--- config.mk ---
export PLATFORM = sky130hd
export DESIGN_NAME = video_timing_flat
export DESIGN_NICKNAME = d
export VERILOG_FILES = /design/src/rtl/video_timing_if.sv /design/src/rtl/video_timing.sv /design/src/flat_wrapper.sv
export SDC_FILE = /design/constraint.sdc
export NUM_CORES = 1
export LEC_CHECK = 0
export BUFFER_PORTS_ARGS = -buffer_cell sky130_fd_sc_hd__buf_2
export CELL_PAD_IN_SITES_DETAIL_PLACEMENT = 1
export CELL_PAD_IN_SITES_GLOBAL_PLACEMENT = 1
export CORE_MARGIN = 4
export CORE_UTILIZATION = 44
export CTS_BUF_LIST = sky130_fd_sc_hd__clkbuf_8
export CTS_CLUSTER_DIAMETER = 80
export CTS_CLUSTER_SIZE = 12
export DETAILED_ROUTE_END_ITERATION = 10
export HOLD_SLACK_MARGIN = 0.1
export PLACE_DENSITY_LB_ADDON = 0.08
export SYNTH_ARGS = -nofsm -noshare
export SYNTH_HDL_FRONTEND = slang
export SYNTH_SLANG_ARGS = --single-unit
export TNS_END_PERCENT = 10
--- constraint.sdc ---
create_clock -name clock -period 5.5 [get_ports clock]
set_clock_uncertainty 0.2 [all_clocks]
set_input_delay 0 -clock clock [delete_from_list [all_inputs] [get_ports clock]]
set_output_delay 0 -clock clock [all_outputs]
set_load 0.01 [all_outputs]
--- src/rtl/video_timing_if.sv ---
// Pixel-side bundle of the video timing generator: coordinates out,
// fixed-latency RGB back in, aligned blank/sync/rgb out to TMDS.
interface video_timing_if;
  logic [11:0] x;
  logic [11:0] y;
  logic        active;
  logic        frame;
  logic [23:0] rgb_in;
  logic        blank;
  logic [1:0]  sync;
  logic [23:0] rgb;

  modport master (
    output x, y, active, frame,
    output blank, sync, rgb,
    input  rgb_in
  );

  modport slave (
    input  x, y, active, frame,
    input  blank, sync, rgb,
    output rgb_in
  );
endinterface

--- src/rtl/video_timing.sv ---
// Pixel-clock raster counters plus a fixed-latency aligner that
// registers blank/sync/rgb together for the TMDS encoders.
module video_timing #(
  parameter int H_ACTIVE = 640,
  parameter int H_FRONT  = 16,
  parameter int H_SYNC   = 96,
  parameter int H_BACK   = 48,
  parameter int V_ACTIVE = 480,
  parameter int V_FRONT  = 10,
  parameter int V_SYNC   = 2,
  parameter int V_BACK   = 33,
  parameter bit H_POL    = 1'b0,
  parameter bit V_POL    = 1'b0,
  parameter int LATENCY  = 2
) (
  input  logic           clock,
  input  logic           reset,
  video_timing_if.master vif
);

  localparam int HT = H_ACTIVE + H_FRONT + H_SYNC + H_BACK;
  localparam int VT = V_ACTIVE + V_FRONT + V_SYNC + V_BACK;

  localparam logic [11:0] HL  = 12'(HT - 1);
  localparam logic [11:0] VL  = 12'(VT - 1);
  localparam logic [12:0] HA  = 13'(H_ACTIVE);
  localparam logic [12:0] VA  = 13'(V_ACTIVE);
  localparam logic [12:0] HS0 = 13'(H_ACTIVE + H_FRONT);
  localparam logic [12:0] HS1 = 13'(H_ACTIVE + H_FRONT + H_SYNC);
  localparam logic [12:0] VS0 = 13'(V_ACTIVE + V_FRONT);
  localparam logic [12:0] VS1 = 13'(V_ACTIVE + V_FRONT + V_SYNC);

  if (HT > 4096 || VT > 4096) begin : g_size_err
    $error("video_timing: HT/VT exceed 4096");
  end
  if (LATENCY < 0 || LATENCY > 15) begin : g_lat_err
    $error("video_timing: LATENCY out of range 0..15");
  end

  logic        r_run;
  logic [11:0] r_x;
  logic [11:0] r_y;
  logic        r_act;
  logic        r_frm;
  logic        r_hs;
  logic        r_vs;

  logic [11:0] w_nx;
  logic [11:0] w_ny;
  logic [12:0] w_nx13;
  logic [12:0] w_ny13;
  logic [2:0]  w_f;
  logic [2:0]  w_d;

  logic        r_blank;
  logic [1:0]  r_sync;
  logic [23:0] r_rgb;

  // First edge after reset presents (0,0) rather than advancing.
  always_comb begin
    w_nx = 12'd0;
    w_ny = 12'd0;
    if (r_run) begin
      if (r_x == HL) begin
        w_nx = 12'd0;
        w_ny = (r_y == VL) ? 12'd0 : r_y + 12'd1;
      end else begin
        w_nx = r_x + 12'd1;
        w_ny = r_y;
      end
    end
  end

  assign w_nx13 = {1'b0, w_nx};
  assign w_ny13 = {1'b0, w_ny};

  always_ff @(posedge clock or negedge reset) begin
    if (!reset) begin
      r_run <= 1'b0;
      r_x   <= 12'd0;
      r_y   <= 12'd0;
      r_act <= 1'b0;
      r_frm <= 1'b0;
      r_hs  <= 1'b0;
      r_vs  <= 1'b0;
    end else begin
      r_run <= 1'b1;
      r_x   <= w_nx;
      r_y   <= w_ny;
      r_act <= (w_nx13 < HA) && (w_ny13 < VA);
      r_frm <= (w_nx == 12'd0) && (w_ny == 12'd0);
      r_hs  <= (w_nx13 >= HS0) && (w_nx13 < HS1);
      r_vs  <= (w_ny13 >= VS0) && (w_ny13 < VS1);
    end
  end

  // Flags travel as "asserted" bits; polarity is applied at the output.
  assign w_f = {r_vs, r_hs, r_act};

  if (LATENCY == 0) begin : g_nodly
    assign w_d = w_f;
  end else begin : g_dly
    logic [2:0] r_sr [LATENCY];

    always_ff @(posedge clock or negedge reset) begin
      if (!reset) begin
        for (int i = 0; i < LATENCY; i++) begin
          r_sr[i] <= 3'b000;
        end
      end else begin
        r_sr[0] <= w_f;
        for (int i = 1; i < LATENCY; i++) begin
          r_sr[i] <= r_sr[i-1];
        end
      end
    end

    assign w_d = r_sr[LATENCY-1];
  end

  always_ff @(posedge clock or negedge reset) begin
    if (!reset) begin
      r_blank <= 1'b1;
      r_sync  <= {~V_POL, ~H_POL};
      r_rgb   <= 24'd0;
    end else begin
      r_blank <= ~w_d[0];
      r_sync  <= {w_d[2] ? V_POL : ~V_POL,
                  w_d[1] ? H_POL : ~H_POL};
      r_rgb   <= w_d[0] ? vif.rgb_in : 24'd0;
    end
  end

  assign vif.x      = r_x;
  assign vif.y      = r_y;
  assign vif.active = r_act;
  assign vif.frame  = r_frm;
  assign vif.blank  = r_blank;
  assign vif.sync   = r_sync;
  assign vif.rgb    = r_rgb;

endmodule
--- src/flat_wrapper.sv ---
// flat-port wrapper written by rule: the top's interface ports become plain ports
module video_timing_flat 
#(
  parameter int H_ACTIVE = 640,
  parameter int H_FRONT  = 16,
  parameter int H_SYNC   = 96,
  parameter int H_BACK   = 48,
  parameter int V_ACTIVE = 480,
  parameter int V_FRONT  = 10,
  parameter int V_SYNC   = 2,
  parameter int V_BACK   = 33,
  parameter bit H_POL    = 1'b0,
  parameter bit V_POL    = 1'b0,
  parameter int LATENCY  = 2
)
  (clock, reset, vif_x, vif_y, vif_active, vif_frame, vif_blank, vif_sync, vif_rgb, vif_rgb_in);
  video_timing_if vif_i ();
  input  logic clock;
  input  logic reset;
  output wire logic [$bits(vif_i.x)-1:0] vif_x;
  output wire logic [$bits(vif_i.y)-1:0] vif_y;
  output wire logic [$bits(vif_i.active)-1:0] vif_active;
  output wire logic [$bits(vif_i.frame)-1:0] vif_frame;
  output wire logic [$bits(vif_i.blank)-1:0] vif_blank;
  output wire logic [$bits(vif_i.sync)-1:0] vif_sync;
  output wire logic [$bits(vif_i.rgb)-1:0] vif_rgb;
  input wire logic [$bits(vif_i.rgb_in)-1:0] vif_rgb_in;
  assign vif_x = vif_i.x;
  assign vif_y = vif_i.y;
  assign vif_active = vif_i.active;
  assign vif_frame = vif_i.frame;
  assign vif_blank = vif_i.blank;
  assign vif_sync = vif_i.sync;
  assign vif_rgb = vif_i.rgb;
  assign vif_i.rgb_in = vif_rgb_in;
  video_timing #(.H_ACTIVE(H_ACTIVE), .H_FRONT(H_FRONT), .H_SYNC(H_SYNC), .H_BACK(H_BACK), .V_ACTIVE(V_ACTIVE), .V_FRONT(V_FRONT), .V_SYNC(V_SYNC), .V_BACK(V_BACK), .H_POL(H_POL), .V_POL(V_POL), .LATENCY(LATENCY)) u_core (.clock(clock), .reset(reset), .vif(vif_i));
endmodule
==> flow_metrics.py, run 1 <==
metrics = {
    "setup_path": {
        "endpoint_kind": "flip-flop",
        "slowest_delay_ns": 0.63,
        "crit_type": "reg -> reg",
        "cp_cell_sequence": "ha_1, nand4_2, or4_4, or4b_4, a21oi_2, nand4_1, nor4b_1",
        "startpoint_type": "flip-flop",
        "worstSetupPathDepth": 7,
        "cp_max_fo": 9,
        "cp_data_arrival_time_ns": 2.95,
        "worst-path-buf-inv": 0,
        "crit_family": "simple AND/OR/NAND/NOR gates",
        "cp_slowest_cell": "or4_4",
        "required_ns": 5.52,
        "reg2reg_depth": 7,
    },
    "grt": {
        "grt_usage_pct": 24.7,
        "grt_max_degree": 63,
        "grt_pass1_vias": 2620,
        "grt_antenna_before_repair": 0,
        "overflow": 0,
        "grt_pass1_wl_mm": 14.1,
    },
    "timing": {
        "worst_pin_slew_ns": 0.754,
        "timing_hold_violations_final": 0,
        "tns_ns": 0,
        "rsz0062_at_grt": "false",
        "fin_crit_sh_pct": 53.3,
        "slew_headroom_pct": 49.8,
        "fin_ws_ns": 2.57,
        "hold_slack_ns": 0.151,
        "max_freq_ghz": 0.341,
        "finalSetupViolCount": 0,
        "slew_viol_final": 0,
        "period_minus_slack_ns": 2.93,
    },
    "route": {
        "wl_mm": 8.60,
        "drt-pass1-iter-count": 4,
        "wl_met2_mm": 4.24,
        "vias": 2416,
        "drt-met1-wl_mm": 3.73,
        "routed.top_layer": "met4",
        "wl_met3_microns": 472,
        "remaining_drc_errors": 0,
        "viasPerCell": 5.48,
        "dr.first_iter.drc_count": 80,
        "postRouteAntennaNets": 0,
        "wl_per_cell_microns": 19.5,
    },
    "clocking": {
        "clkLatencyLatePin_ns": 0.35,
        "cts_tree": "built",
        "numCtsBuffers": 9,
        "htree_levels": 3,
        "cts.sinks": 62,
        "clockBufferDepth": 2,
        "clkSlewWorstSetupHoldPaths_ns": 0.08,
        "cts-root-buf": "clkbuf_8",
    },
    "synth": {
        "synth-seq-area-share_pct": 56.0,
        "yosysWarnings": 0,
        "synth_commonest_cells": "dfrtp_1, and2_1, nor2_1, nand2_1, inv_1",
        "synth_edf_count": 0,
        "syn_area_per_cell_sq_um": 11.0,
        "synth_area_leaders": "dfrtp_1, and2_1, dfstp_2, nor2_1, xnor2_1",
        "ys_ff_latch": 62,
        "synthArstFlopShare_pct": 100,
        "synthCells": 253,
        "yosysUniqueCellTypes": 56,
        "post-synth-top-count-cell": "dfrtp_1",
        "syn_nets": 282,
        "yosysTopAreaCellShare_pct": 53.2,
        "ys.flop_type": "dfrtp_1",
        "yosysTopAreaCell": "dfrtp_1",
        "syn_area_sq_mm": 0.00278,
    },
    "placement": {
        "dp_hpwl_mm": 5.22,
        "dp_slack_ns": 2.58,
        "globalplace.congestion": 0.888,
        "dp.cells": 400,
        "placed_area_sq_mm": 0.00322,
        "io_buffers": 78,
    },
    "power_and_ir_drop": {
        "pwr_density_cell_mw_per_mm2": 291,
        "p_leak_nw": 1.72,
        "irDropWorstVdd_v": 0.000187,
    },
    "cells_and_area": {
        "drive_above_1_share_pct": 30.1,
        "diodes": 0,
        "fin_cells": 441,
        "fin_nets": 390,
        "final_area_sq_mm": 0.00373,
        "area_delta_synth_final_pct": 34.3,
    },
    "flow_run": {
        "max_cap_viol_count": 0,
    },
    "floorplanning": {
        "ioPinCount": 79,
        "rows": 28,
        "die_w_microns": 87.4,
        "dieArea_sq_mm": 0.00764,
        "coreArea_sq_mm": 0.00603,
        "initial_core_util_pct": 46.1,
        "fp.dieH_microns": 87.4,
    },
    "outcome": {
        "status": "finished, final reports clean",
    },
    "hold_path": {
        "min-delay-path-class": "in -> async",
    },
}
-- final cells by class --
cell class / count / area (sq um)
well taps: 75 / 93.8
clock buffers: 9 / 124
clock inverters: 7 / 138
repair buffers: 104 / 648
multi-input cells: 172 / 1130
inverters: 12 / 45.0
fillers: 660 / 2300
flip-flops and latches: 62 / 1560
-- report_power, final --
part	switching, mW	total (mW)	internal, mW
logic	0.0354	0.0705	0.0351
registers	0.00678	0.474	0.468
clock network	0.195	0.540	0.345
total	0.237	1.08	0.848
-- worst min-delay path, cell delays in order --
cell,delay [ns]
dlygate4sd3_1,0.53
buf_2,0.10
buf_4,0.59
-- cells by family after synthesis --
family | count (synthesis) | share of synthesized area (%)
DFF | 62 | 56.0
other | 1 | 0.135
buffers and inverters | 19 | 3.42
xor gates and xnor gates | 11 | 3.47
AOI/OAI and AO/OA | 37 | 9.28
muxes | 2 | 0.766
and+or+nand+nor | 118 | 25.6
adders and majority gates | 3 | 1.35
-- state kept, by name (all words and copies together), names as in the netlist --
register	count
u_core.vif.rgb	24
u_core.vif.x	12
u_core.vif.y	12
u_core.g_dly.r_sr	3
u_core.w_d	3
u_core.vif.sync	2
u_core.r_hs	1
u_core.r_run	1
u_core.r_vs	1
u_core.vif.active	1
u_core.vif.blank	1
u_core.vif.frame	1
-- layout by cell type, fill, tap and decap left out, types with 3 or more instances in the layout --
cell / instances
buf_2: 78
dfrtp_1: 59
and2_1: 26
dlygate4sd3_1: 25
nor2_1: 17
nand2_1: 15
inv_1: 13
nand3_1: 9
o21ai_0: 9
clkbuf_8: 9
nor3_1: 8
a21oi_1: 7
xnor2_1: 7
nand4_1: 6
nor4_1: 6
and4_1: 4
xor2_1: 4
bufinv_16: 4
or3_1: 3
nor4b_1: 3
ha_1: 3
dfstp_2: 3
-- what timing repair did --
action	CTS	global route
setup buffers	0	0
gates resized for setup	0	0
hold endpoints to repair	86	0
hold buffers	25	0
-- through the flow --
| stage | util (%) | power (mW) |
|---|---|---|
| finish | 61.9 | 1.08 |
| global route | 61.9 | 1.13 |
| global placement | 53.4 | 0.535 |
| detailed placement | 53.4 | 0.538 |
| floorplan | - | 0.504 |
| CTS | 61.9 | 1.08 |
-- metal layers --
layer / GRT usage [%] / vias up
met1: 31.9 / 1205
met3: 4.92 / 14
met4: 8.79 / 0
met2: 41.2 / 84
met5: 0 / -
li1: - / 1113
-- final timing paths --
check,startpoint,end,slack (ns)
max in group asynchronous,reset,u_core.vif.frame,4.45
worst max register to register,u_core.vif.x[0],u_core.vif.active,2.57
worst min-delay path,reset,u_core.vif.rgb[23],0.15
worst min register to register,u_core.g_dly.r_sr[5],u_core.w_d[2],0.15
worst max-delay path,u_core.vif.x[0],u_core.vif.active,2.57
min in group clock,u_core.g_dly.r_sr[5],u_core.w_d[2],0.15
Note: power is estimated with default switching activity, not from simulation.
==> inputs of run 2 (changes only) <==
CORE_UTILIZATION = 41   (was 44)
clock period = 2.9 ns   (was 5.5 ns; I/O delays follow)
==> run 2 against run 1 <==
Clock-buffer cell count rose by 1. Critical path depth unchanged. Maximum frequency is 6.8% higher. Setup slack got worse by 2.4 ns. Combinational power grew 97%. Power is 73% higher. First-iteration DRC count grew 21%. Utilization down 2.9 points.
==> flow_metrics.py, run 2 (same netlist as run 1, synthesis figures left out) <==
metrics = {
    "placement": {
        "io_buffers": 78,
        "dp_hpwl_mm": 5.36,
        "dp_slack_ns": 0.0794,
        "globalplace.congestion": 0.840,
        "placed_area_sq_mm": 0.00332,
        "dp.cells": 415,
    },
    "cells_and_area": {
        "drive_above_1_share_pct": 33.2,
        "final_cell_mix": "buf_2, dfrtp_1, and2_1",
        "final_area_sq_mm": 0.00381,
        "area_delta_synth_final_pct": 37.3,
        "largest_reg_flops": 24,
        "fin_nets": 403,
        "nFillCells": 721,
        "fin_cells": 456,
        "final_common_cell": "buf_2",
        "diodes": 0,
    },
    "clocking": {
        "numCtsBuffers": 9,
        "clockBufferDepth": 2,
        "cts_tree": "built",
        "htree_levels": 3,
        "cts-root-buf": "clkbuf_8",
        "cts.sinks": 62,
        "post_cts_buffers": 0,
        "clkSlewWorstSetupHoldPaths_ns": 0.07,
        "clkLatencyLatePin_ns": 0.34,
    },
    "power_and_ir_drop": {
        "irDropWorstVdd_v": 0.000340,
        "pwr_density_cell_mw_per_mm2": 492,
        "power_mw": 1.87,
        "p_leak_nw": 1.78,
    },
    "route": {
        "remaining_drc_errors": 0,
        "drt-pass1-iter-count": 4,
        "dr.first_iter.drc_count": 97,
        "viasPerCell": 5.39,
        "vias": 2458,
        "wl_per_cell_microns": 18.3,
        "postRouteAntennaNets": 0,
        "wl_mm": 8.33,
    },
    "flow_run": {
        "max_cap_viol_count": 0,
    },
    "floorplanning": {
        "rows": 29,
        "initial_core_util_pct": 43.0,
        "coreArea_sq_mm": 0.00646,
        "die_w_microns": 90.3,
        "ioPinCount": 79,
        "fp.dieH_microns": 90.3,
        "dieArea_sq_mm": 0.00815,
    },
    "grt": {
        "grt_pass1_vias": 2606,
        "grt_max_degree": 63,
        "grt_antenna_before_repair": 0,
        "overflow": 0,
        "grt_usage_pct": 21.5,
        "grt_pass1_wl_mm": 13.8,
    },
    "timing": {
        "fin_ws_ns": 0.157,
        "rsz0062_at_grt": "false",
        "fin_crit_sh_pct": 94.6,
        "worst_pin_slew_ns": 0.768,
        "finalSetupViolCount": 0,
        "period_minus_slack_ns": 2.74,
        "max_freq_ghz": 0.365,
        "tns_ns": 0,
        "slew_headroom_pct": 48.8,
        "timing_hold_violations_final": 0,
        "slew_viol_final": 0,
    },
    "setup_path": {
        "cp_data_arrival_time_ns": 2.75,
        "startpoint_type": "flip-flop",
        "required_ns": 2.91,
        "endpoint_kind": "flip-flop",
        "cp_max_fo": 6,
        "crit_type": "reg -> reg",
    },
    "outcome": {
        "status": "finished, final reports clean",
    },
    "hold_path": {
        "min-delay-path-class": "in -> async",
    },
}
==> run 2: stage by stage <==
stage	util [%]	hold WS, ns
floorplan	-	-0.496
global placement	51.4	0.00905
detailed placement	51.4	0.0132
CTS	58.6	0.160
global route	59.0	0.162
finish	59.0	0.157
==> run 2: layout make-up <==
| class | count | area [sq um] | share of cell area (%) |
|---|---|---|---|
| clock buffers | 10 | 138 | 3.61 |
| clock inverters | 6 | 77.6 | 2.04 |
| inverters | 12 | 45.0 | 1.18 |
| multi-input cells | 172 | 1150 | 30.3 |
| flip-flops and latches | 62 | 1560 | 40.8 |
| well taps | 77 | 96.3 | 2.53 |
| repair buffers | 117 | 746 | 19.6 |
==> run 2: power breakdown <==
part / switching, mW / internal (mW)
logic: 0.0690 / 0.0698
registers: 0.0111 / 0.887
clock network: 0.338 / 0.499
==> run 2: final timing paths <==
kind	start	to	slack, ns	depth (start not counted)
min	reset	u_core.vif.rgb[12]	0.16	3
min reg2reg	u_core.r_vs	u_core.g_dly.r_sr[5]	0.16	0
max	u_core.vif.x[0]	u_core.vif.active	0.16	7
max in group asynchronous	reset	u_core.vif.rgb[18]	1.84	3
max reg2reg	u_core.vif.x[0]	u_core.vif.active	0.16	7
min in group clock	u_core.r_vs	u_core.g_dly.r_sr[5]	0.16	0
==> run 2: metal layers <==
metal | GRT usage [%] | share of wire [%] | vias to the layer above
li1 | - | - | 1144
met1 | 27.3 | 44 | 1220
met2 | 35.2 | 50 | 85
met3 | 6.58 | 5.6 | 9
met4 | 6.51 | 0.96 | 0
met5 | 0 | 0 | -
==> run 2: critical path, stage by stage, from the launching register on <==
cell	delay (ns)
dfrtp_1	0.40
ha_2	0.26
nand4_4	0.17
or4_4	0.58
or4b_4	0.49
a21oi_2	0.18
nand4_1	0.14
nor4b_1	0.18
==> run 2: timing repair <==
action,4_1_cts,5_1_grt
resized for setup,0,5
hold buffers,25,0
endpoints found under the hold margin,86,0
setup endpoints to repair,0,3
==> inputs of run 3 (changes only) <==
REMOVE_ABC_BUFFERS = 1   (was default)
==> run 3 against run 2 <==
Power fell by 5.3%. Clock-buffer cell count fell by 1. First-iteration DRC count rose by 3.1%. Final area barely moved. Register-to-register slack got worse by 0.04 ns. Critical path type unchanged.
==> flow_metrics.py, run 3 (same netlist as run 1, synthesis figures left out) <==
metrics = {
    "placement": {
        "dp.cells": 419,
        "placed_area_sq_mm": 0.00335,
        "globalplace.congestion": 0.800,
        "io_buffers": 78,
        "dp_hpwl_mm": 5.57,
    },
    "route": {
        "remaining_drc_errors": 0,
        "vias": 2415,
        "wl_mm": 8.39,
        "viasPerCell": 5.25,
        "dr.first_iter.drc_count": 100,
        "drt-pass1-iter-count": 4,
        "wl_per_cell_microns": 18.2,
        "postRouteAntennaNets": 0,
    },
    "power_and_ir_drop": {
        "p_leak_nw": 1.77,
        "pwr_density_cell_mw_per_mm2": 465,
        "swShare_pct": 24.0,
        "p_seq_share_pct": 50.6,
        "clkPwrFrac_pct": 41.4,
        "p_switching_mw": 0.426,
        "combPwrFrac_pct": 8.0,
        "p_int_mw": 1.35,
        "power_mw": 1.77,
        "irDropWorstVdd_v": 0.000232,
    },
    "cells_and_area": {
        "diodes": 0,
        "fin_nets": 407,
        "final_area_sq_mm": 0.00381,
        "final_cell_mix": "buf_2, dfrtp_1, and2_1",
        "largest_reg_flops": 24,
        "final_common_cell": "buf_2",
        "fin_cells": 460,
        "area_delta_synth_final_pct": 37.3,
        "drive_above_1_share_pct": 33.9,
    },
    "grt": {
        "busiest_layer": "met2",
        "grt_use_met2_pct": 36.0,
        "grt_use_met3_pct": 6.25,
        "grt_pass1_vias": 2592,
        "overflow": 0,
        "grt_usage_pct": 21.7,
        "grt_pass1_wl_mm": 13.9,
        "grt_max_degree": 63,
        "grtUsageMet1_pct": 27.8,
        "grt_antenna_before_repair": 0,
    },
    "clocking": {
        "htree_levels": 3,
        "cts-root-buf": "clkbuf_8",
        "post_cts_buffers": 0,
        "cts.sinks": 62,
        "clkLatencyLatePin_ns": 0.33,
        "clkSlewWorstSetupHoldPaths_ns": 0.07,
        "cts_tree": "built",
        "numCtsBuffers": 9,
        "clockBufferDepth": 2,
    },
    "setup_path": {
        "required_ns": 2.91,
        "slowest_delay_ns": 0.58,
        "cp_cell_sequence": "ha_2, nand4_4, or4_4, or4b_4, a21oi_2, nand4_1, nor4b_1",
        "endpoint_kind": "flip-flop",
        "cp_slowest_cell": "or4_4",
        "startpoint_type": "flip-flop",
        "cp_data_arrival_time_ns": 2.79,
        "cp_max_fo": 6,
        "crit_type": "reg -> reg",
    },
    "flow_run": {
        "max_cap_viol_count": 0,
    },
    "timing": {
        "finalSetupViolCount": 0,
        "max_freq_ghz": 0.360,
        "worst_pin_slew_ns": 0.751,
        "slew_headroom_pct": 49.9,
        "period_minus_slack_ns": 2.78,
        "rsz0062_at_grt": "false",
        "timing_hold_violations_final": 0,
        "slew_viol_final": 0,
        "fin_crit_sh_pct": 95.9,
        "tns_ns": 0,
        "hold_slack_ns": 0.152,
    },
    "floorplanning": {
        "fp.dieH_microns": 90.3,
        "coreArea_sq_mm": 0.00646,
        "ioPinCount": 79,
        "rows": 29,
        "dieArea_sq_mm": 0.00815,
        "die_w_microns": 90.3,
        "initial_core_util_pct": 43.0,
    },
    "hold_path": {
        "min-delay-path-class": "reg -> reg",
    },
    "outcome": {
        "status": "finished, final reports clean",
    },
}
[run 3: stage by stage]
step	worst slack (ns)	utilization (%)
after floorplan	0.161	-
after global placement	0.170	51.8
after detailed placement	0.0750	51.8
after CTS	0.0547	58.7
after global routing	0.000667	59.0
final	0.119	59.0
[run 3: area by class of cell]
cell class	instances	area, sq um
sequential	62	1560
timing repair buffer	121	776
inverter	12	45.0
tap	77	96.3
multi-input combinational	172	1150
clock buffer	9	124
fill	729	2650
clock inverter	7	66.3
[run 3: power by group through the flow]
stage / Combinational [mW] / Clock, mW / Sequential (mW)
after floorplan: 0.0281 / 0 / 0.926
after detailed placement: 0.111 / 0 / 0.913
after global routing: 0.156 / 0.804 / 0.900
after global placement: 0.108 / 0 / 0.911
final: 0.142 / 0.734 / 0.898
after CTS: 0.138 / 0.755 / 0.897
[run 3: worst paths after layout]
kind                                            from           endpoint  slack (ns)  cells after the start
min in group asynchronous                      reset        u_core.r_vs        0.17                      3
worst max-delay path                 u_core.vif.x[0]  u_core.vif.active        0.12                      7
worst min-delay path            u_core.g_dly.r_sr[3]      u_core.w_d[0]        0.15                      0
worst min register to register  u_core.g_dly.r_sr[3]      u_core.w_d[0]        0.15                      0
max in group asynchronous                      reset    u_core.vif.y[1]        1.84                      3
worst max register to register       u_core.vif.x[0]  u_core.vif.active        0.12                      7
[run 3: timing repair]
action	4_1_cts	5_1_grt
hold buffers	25	0
gates resized for setup	0	4
hold endpoints to repair	86	0
setup endpoints to repair	0	3
[run 3: critical path: cells and delay by family (launching register included)]
family | cells | cell delay [ns]
AO/OA/AOI/OAI | 1 | 0.20
adder cells (fa/ha/maj) | 1 | 0.27
flip-flops | 1 | 0.42
AND/OR/NAND/NOR | 5 | 1.57
[run 3: routing by layer]
layer | share of wire, % | vias to the layer above | wire length, microns
li1 | - | 1149 | -
met1 | 45 | 1187 | 3740
met2 | 49 | 71 | 4150
met3 | 4.9 | 8 | 409
met4 | 1.1 | 0 | 91
met5 | 0 | - | 0
